## config.mk

```make
export PLATFORM = sky130hd
export DESIGN_NAME = div_ctrl_flat
export DESIGN_NICKNAME = d
export VERILOG_FILES = /design/src/rtl/div_pkg.sv /design/src/rtl/div_if.sv /design/src/rtl/div_ctrl.sv /design/src/flat_wrapper.sv
export SDC_FILE = /design/constraint.sdc
export NUM_CORES = 1
export LEC_CHECK = 0
export ABC_AREA = 1
export BUFFER_PORTS_ARGS = -buffer_cell sky130_fd_sc_hd__clkbuf_2
export CORE_UTILIZATION = 45
export CTS_CLUSTER_DIAMETER = 200
export DETAILED_ROUTE_END_ITERATION = 10
export MAX_ROUTING_LAYER = met4
export PLACE_DENSITY = 0.79
export SYNTH_ARGS = -nofsm -noshare
export SYNTH_HDL_FRONTEND = slang
export SYNTH_SLANG_ARGS = --single-unit
```

## constraint.sdc

```tcl
create_clock -name clk -period 2.1 [get_ports clk]
set_input_delay 0.315 -clock clk [delete_from_list [all_inputs] [get_ports clk]]
set_output_delay 0.315 -clock clk [all_outputs]
set_load 0.05 [all_outputs]
```

## src/rtl/div_pkg.sv

```systemverilog
// Shared types and constants for the repeated-subtraction divider controller.
package div_pkg;

  typedef enum logic [1:0] {
    IDLE = 2'd0,
    LOAD = 2'd1,
    RUN  = 2'd2,
    DONE = 2'd3
  } div_state_t;

  localparam logic        MUX_LOAD     = 1'b0;
  localparam logic        MUX_SUB      = 1'b1;
  localparam logic [31:0] DEF_MAX_ITER = 32'hFFFF_FFFF;

  // The datapath compares signed, so only 0..2^31-1 operands (and B != 0) are usable.
  function automatic logic operand_illegal(input logic [31:0] a, input logic [31:0] b);
    return (b == 32'd0) || b[31] || a[31];
  endfunction

endpackage

```

## src/rtl/div_if.sv

```systemverilog
// Requester-side handshake of the divider: start/operands in, busy/done/status out.
interface div_if;
  logic        start;
  logic [31:0] A;
  logic [31:0] B;
  logic        busy;
  logic        done;
  logic        arg_err;
  logic        ovf_err;

  modport master (
    output start, A, B,
    input  busy, done, arg_err, ovf_err
  );

  modport slave (
    input  start, A, B,
    output busy, done, arg_err, ovf_err
  );
endinterface

```

## src/rtl/div_ctrl.sv

```systemverilog
// Control FSM for the repeated-subtraction divider datapath: sequences load/subtract
// steps, watches b_less for completion and aborts through an iteration watchdog.
module div_ctrl
  import div_pkg::*;
#(
  parameter int unsigned       ITER_W   = 32,
  parameter logic [ITER_W-1:0] MAX_ITER = ITER_W'(DEF_MAX_ITER)
) (
  input  logic clk,
  input  logic rst_n,
  div_if.slave req,
  input  logic b_less,
  output logic ld,
  output logic mux
);

  div_state_t        state_r;
  logic [ITER_W-1:0] iter_r;
  logic              arg_err_r;
  logic              ovf_err_r;
  logic              at_limit_s;

  assign at_limit_s = (iter_r == MAX_ITER);

  // Sequencing, iteration count and sticky error flags.
  always_ff @(posedge clk or negedge rst_n) begin
    if (!rst_n) begin
      state_r   <= IDLE;
      iter_r    <= {ITER_W{1'b0}};
      arg_err_r <= 1'b0;
      ovf_err_r <= 1'b0;
    end else begin
      case (state_r)
        IDLE: begin
          if (req.start) begin
            ovf_err_r <= 1'b0;
            if (operand_illegal(req.A, req.B)) begin
              arg_err_r <= 1'b1;
              state_r   <= DONE;
            end else begin
              arg_err_r <= 1'b0;
              state_r   <= LOAD;
            end
          end
        end
        LOAD: begin
          iter_r  <= {ITER_W{1'b0}};
          state_r <= RUN;
        end
        RUN: begin
          // Completion wins over the watchdog when both hold in the same cycle.
          if (b_less) begin
            state_r <= DONE;
          end else if (at_limit_s) begin
            ovf_err_r <= 1'b1;
            state_r   <= DONE;
          end else begin
            iter_r <= iter_r + ITER_W'(1'b1);
          end
        end
        DONE: begin
          state_r <= IDLE;
        end
        default: begin
          state_r <= IDLE;
        end
      endcase
    end
  end

  // Datapath strobes: Moore in LOAD, Mealy on b_less/watchdog in RUN, idle elsewhere.
  always_comb begin
    ld  = 1'b0;
    mux = MUX_LOAD;
    case (state_r)
      LOAD: begin
        ld  = 1'b1;
        mux = MUX_LOAD;
      end
      RUN: begin
        if (!b_less && !at_limit_s) begin
          ld  = 1'b1;
          mux = MUX_SUB;
        end else begin
          ld  = 1'b0;
          mux = MUX_LOAD;
        end
      end
      default: begin
        ld  = 1'b0;
        mux = MUX_LOAD;
      end
    endcase
  end

  assign req.busy    = (state_r == LOAD) || (state_r == RUN);
  assign req.done    = (state_r == DONE);
  assign req.arg_err = arg_err_r;
  assign req.ovf_err = ovf_err_r;

endmodule

```

## src/flat_wrapper.sv

```systemverilog
// flat-port wrapper written by rule: the top's interface ports become plain ports
module div_ctrl_flat import div_pkg::*;
#(
  parameter int unsigned       ITER_W   = 32,
  parameter logic [ITER_W-1:0] MAX_ITER = ITER_W'(DEF_MAX_ITER)
)
  (clk, rst_n, b_less, ld, mux, req_start, req_A, req_B, req_busy, req_done, req_arg_err, req_ovf_err);
  div_if req_i ();
  input  logic clk;
  input  logic rst_n;
  input  logic b_less;
  output logic ld;
  output logic mux;
  input wire logic [$bits(req_i.start)-1:0] req_start;
  input wire logic [$bits(req_i.A)-1:0] req_A;
  input wire logic [$bits(req_i.B)-1:0] req_B;
  output wire logic [$bits(req_i.busy)-1:0] req_busy;
  output wire logic [$bits(req_i.done)-1:0] req_done;
  output wire logic [$bits(req_i.arg_err)-1:0] req_arg_err;
  output wire logic [$bits(req_i.ovf_err)-1:0] req_ovf_err;
  assign req_i.start = req_start;
  assign req_i.A = req_A;
  assign req_i.B = req_B;
  assign req_busy = req_i.busy;
  assign req_done = req_i.done;
  assign req_arg_err = req_i.arg_err;
  assign req_ovf_err = req_i.ovf_err;
  div_ctrl #(.ITER_W(ITER_W), .MAX_ITER(MAX_ITER)) u_core (.clk(clk), .rst_n(rst_n), .req(req_i), .b_less(b_less), .ld(ld), .mux(mux));
endmodule
```

* Word level (Yosys, flattened, before mapping)
Index checks and enable logic that the tools add are counted.
** Storage, ports and cells
- Flip-flop bits (word level) :: 36
- Input port bits :: 68
- Word-level logic and storage cells :: 44
- Output and inout port bits :: 6
** Cells by class
- Reduce and logical (&&, ||, !) cells :: 14
- Multiplexer cells :: 16
- $add $sub $neg :: 1
- Equal/unequal tests :: 9
** Operators by type and width (number)
- $mux W32 :: 2
- $pmux W32 S2 :: 1
- $add A32 B1 Y32 const B :: 1
- $eq A32 B32 Y1 const B :: 1
- $logic_not A32 Y1 :: 1
- $mux W2 :: 4
- $pmux W2 S4 :: 1
- $mux W1 :: 6
- $ne A2 B2 Y1 const B :: 3
- $eq A2 B2 Y1 const B :: 2
- $pmux W1 S2 :: 2
- $reduce_and A2 Y1 :: 2
- $reduce_and A4 Y1 :: 1
- $reduce_bool A2 Y1 :: 2
- $logic_or A1 B1 Y1 :: 3
- $ne A3 B2 Y1 const B :: 1
- $reduce_and A3 Y1 :: 1
- $eq A2 B1 Y1 const B :: 1
- $logic_not A1 Y1 :: 2
- $logic_not A2 Y1 :: 1
- $ne A2 B1 Y1 const B :: 1
- $logic_and A1 B1 Y1 :: 1

* Longest topological paths before layout
- Word-level depth :: 6
- Mapped depth :: 12
- Gate-level depth less buffers :: 11

* Worst setup path before layout
OpenSTA, ideal clock, no wires.
- Kind :: register to output
- From :: register u_core.state_r[0]
- To :: output ld
- Cell stages (with the launch flop) :: 9
- Arrival :: 1807 ps
- Setup slack :: -22 ps
- Path buffers :: 1
- Data required time :: 1785 ps
- Path through :: dfrtp_1 -> inv_1 -> ha_1 -> buf_2 -> inv_2 -> nor2_1 -> nand2_4 -> inv_2 -> o21a_1
** Between the ends
- Longest elaborated chain between the ends :: 2
- Elaborated cells between the ends (all ways) :: 3
- Those cells by class :: eq/ne (2); mux (1)
** Ends and longest elaborated chain
- from (decl) :: RTL line div_ctrl.sv:17 : div_state_t state_r;
- from (signal assigned) :: RTL line div_ctrl.sv:28 : state_r <= IDLE;
- from (signal assigned) :: RTL line div_ctrl.sv:39 : state_r <= DONE;
- from (signal assigned) :: RTL line div_ctrl.sv:42 : state_r <= LOAD;
- $eq A2 B2 Y1 / $eq A2 B1 Y1 (equally long branches) :: RTL line div_ctrl.sv:75 : case (state_r)
- $pmux W1 S2 * :: RTL line div_ctrl.sv:75
- to (decl) :: RTL line flat_wrapper.sv:12 : output logic ld;
Every way passes the cells marked *; elsewhere a longest branch is shown, timed or not.

* Worst setup path after layout
- From :: register u_core.iter_r[0]
- To :: output ld
** Between the ends
- Longest elaborated chain between the ends :: 5
** Ends and longest elaborated chain
- from (decl) :: RTL line div_ctrl.sv:18 : logic [ITER_W-1:0] iter_r;
- from (signal assigned) :: RTL line div_ctrl.sv:29 : iter_r <= {ITER_W{1'b0}};
- from (signal assigned) :: RTL line div_ctrl.sv:47 : iter_r <= {ITER_W{1'b0}};
- from (signal assigned) :: RTL line div_ctrl.sv:58 : iter_r <= iter_r + ITER_W'(1'b1);
- $eq A32 B32 Y1 :: RTL line div_ctrl.sv:23 : assign at_limit_s = (iter_r == MAX_ITER);
- $logic_not A1 Y1 :: RTL line div_ctrl.sv:81 : if (!b_less && !at_limit_s) begin
- $logic_and A1 B1 Y1 :: RTL line div_ctrl.sv:81
- $mux W1 :: RTL line div_ctrl.sv:81
- $pmux W1 S2 :: RTL line div_ctrl.sv:75
Every way passes these cells.

==> reports/qor.yml <==
status: "finished, final reports clean"
firstDrtPassIters: 4
cts_buffers: 5
coreArea_um2: 5608
synth_area_um2: 2680
rsz0062_at_grt: "true"
place_inst: 529
drtIter0Drc: 203
drc: 0
fill_cells: 551
synth_nets: 486
setup_viol: 0
synth_area_leader_cell: "dfrtp_1"
synth_adder_area_share_pct: 2.334
vias_per_cell: 5.133
place_hpwl_um: 5163
slew_viol_final: 0
synth_common_cells: "nand2_1 (143), nor2_1 (78), dfrtp_1 (36), inv_1 (34), nand3_1 (33)"
drive_above_1_share_pct: 23.79
start_util_pct: 47.79
async_flop_share_pct: 100.0
power_leakage_nw: 1.450
grt_first_pass_wirelength_um: 12100
crit_required_ns: 1.78
die_w_um: 79.18
grt_pass1_vias: 2743
endpoint_kind: "primary output"
synth_flop_cell: "dfrtp_1"
multiInputGateArea_um2: 1584
power_density_nw_per_um2: 787.8
grtUsageTotal_pct: 25.20
peakVddDrop_mv: 0.6921
power_w: 0.002527
synth_top_area_share_pct: 33.61
h-tree-depth: 2
period_needed_ns: 2.091
clk_root_buffer_cell: "clkbuf_8"
yosys.area_share.simple_pct: 42.76
syn_inst: 413
synth_area_leaders: "dfrtp_1 (34%), nand2_1 (20%), nor2_1 (11%), nand3_1 (6.2%), o21ai_2 (5.6%)"
synth_mux_area_share_pct: 0.4202
fin_skew_ns: 0.005535
relSlewSlack_pct: 67.82
vias: 2808
critPathKind: "reg -> out"
routed_wl_um: 6940
path_max_fanout: 3
num_rows: 27
synth_compound_area_share_pct: 12.61
min_period_over_period_pct: 99.57
final_hold_viol_count: 0
ioPinCount: 74
die_area_um2: 6269
grt_antenna_before_repair: 0
drv_cap: 0
hold_path.class: "in -> reg"
overflow: 0
antennaDiodeCount: 0
stdcell_count: 547
max_freq_mhz: 478.3
tightest_slew_ns: 0.4809
startpoint_type: "flip-flop"
yosysUniqueCellTypes: 34
io_buffers: 42
seqCellArea_um2: 900.9
synth-edff-count: 0
synth_most_common_cell: "nand2_1"
ys_warn_count: 0
nets: 547
yosysSeqAreaShare_pct: 33.61
place_congestion: 0.9229
chipHeight_um: 79.18
cts_sinks: 36
synth_area_per_cell_um2: 6.489
cts_tree: "yes"
path_clk_slew_ns: 0.07
insertion_delay_ns: 0.29
grt_max_degree: 41
crit_arrival_ns: 1.78
synth_seq_cells: 36
synthXorXnorAreaFrac_pct: 0
synth_top_family_by_area: "simple AND/OR/NAND/NOR gates"
detail-route-antenna-nets: 0
syn_to_final_growth_pct: 19.70
clock_path_buffers: 2
wl_per_cell_um: 12.69
per-layer routing:
metal | global-route usage, % | share of wire [%] | vias to the layer above
met5 | - | 0 | -
met4 | 8.909 | 1.4 | 0
met3 | 2.989 | 5.4 | 10
met2 | 44.05 | 50 | 84
met1 | 29.81 | 43 | 1278
li1 | - | - | 1436
worst paths after layout:
kind / startpoint / end / slack (ns) / cells after the start
max in group asynchronous: rst_n / u_core.iter_r[19] / 1.10 / 3
hold reg to reg: u_core.req.arg_err / u_core.req.arg_err / 0.52 / 1
hold / removal: req_start / u_core.req.arg_err / 0.36 / 3
setup / recovery: u_core.iter_r[0] / ld / 0.009 / 10
setup reg to reg: u_core.state_r[0] / u_core.iter_r[31] / 0.13 / 9
min in group asynchronous: rst_n / u_core.iter_r[25] / 0.46 / 2
flip-flops by register name (all words and copies together), names as in the netlist:
register	flops
u_core.req.ovf_err	1
u_core.req.arg_err	1
u_core.iter_r	32
u_core.state_r	2
cell usage in the layout, fill, tap and decap left out, types with 2 or more instances in the layout:
cell      Yosys  routed
or2_2         2       2
nand4_1       2       2
nor2_4        3       4
nand3_1      33      33
nand2_4       2       2
o21bai_1      3       3
o211ai_1      2       2
ha_1          5       4
buf_4         0      20
inv_1        34      34
clkbuf_8      0       6
nor2_1       78      74
inv_2         3       3
nor2_2        2       5
clkbuf_2      0      40
a21oi_1      10      10
nand2_2       4       7
clkbuf_1      1       2
o21ai_1       4       4
o21ai_2      17      17
nand2_1     143     140
dfrtp_1      36      36
o21ai_0      10      10
report_power, final:
part | leakage [nW] | internal, W | switching (W) | total [W]
Sequential | 0.493 | 0.000745 | 0.0000447 | 0.000790
Clock | 0.0455 | 0.000268 | 0.000253 | 0.000521
Combinational | 0.911 | 0.000352 | 0.000865 | 0.00122
final cells by class:
class	count	area share [%]
tap	72	2.808
inverter	38	4.602
multi-input combinational	330	49.38
timing repair buffer	63	12.32
sequential	36	28.08
clock buffer	8	2.808
metrics by stage:
step / area, um2 / utilization [%] / hold WS [ns] / setup TNS, ns / setup WS (ns)
final: 3208 / 57.21 / 0.3574 / 0 / 0.009088
after floorplan: 2681 / - / 0.01941 / 0 / 0.09849
after global placement: 3005 / 53.59 / 0.2473 / 0 / 0.1331
after detailed placement: 3005 / 53.59 / 0.2440 / 0 / 0.07195
after CTS: 3177 / 56.65 / 0.3611 / -0.01095 / -0.01095
after global routing: 3208 / 57.21 / 0.3680 / -0.1296 / -0.07273
cells by family (layout without fill, tap and decap cells):
group / Yosys count / count (layout)
adder cells (fa/ha/maj): 5 / 5
multiplexers: 1 / 1
flip-flops: 36 / 36
AO/OA/AOI/OAI: 50 / 50
buffers and inverters: 47 / 109
AND/OR/NAND/NOR: 274 / 274
timing repair:
action,4_1_cts,5_1_grt
setup buffers,7,2
endpoints found under the setup margin,2,20
gates resized for setup,6,6
cloned,0,0
pin swaps,4,2
endpoints found under the hold margin,11,0
hold buffers,1,0
worst max-delay path: stages (launching register included):
cell and delay [ns]:
dfrtp_1 0.36, ha_2 0.19, nand2_2 0.08, nor2_4 0.12, nand2_2 0.09, nor2_4 0.11, nand2_2 0.07, nand2_4 0.08
inv_2 0.04, o21a_2 0.20, buf_8 0.15
Power figures use the tool's default switching activity.
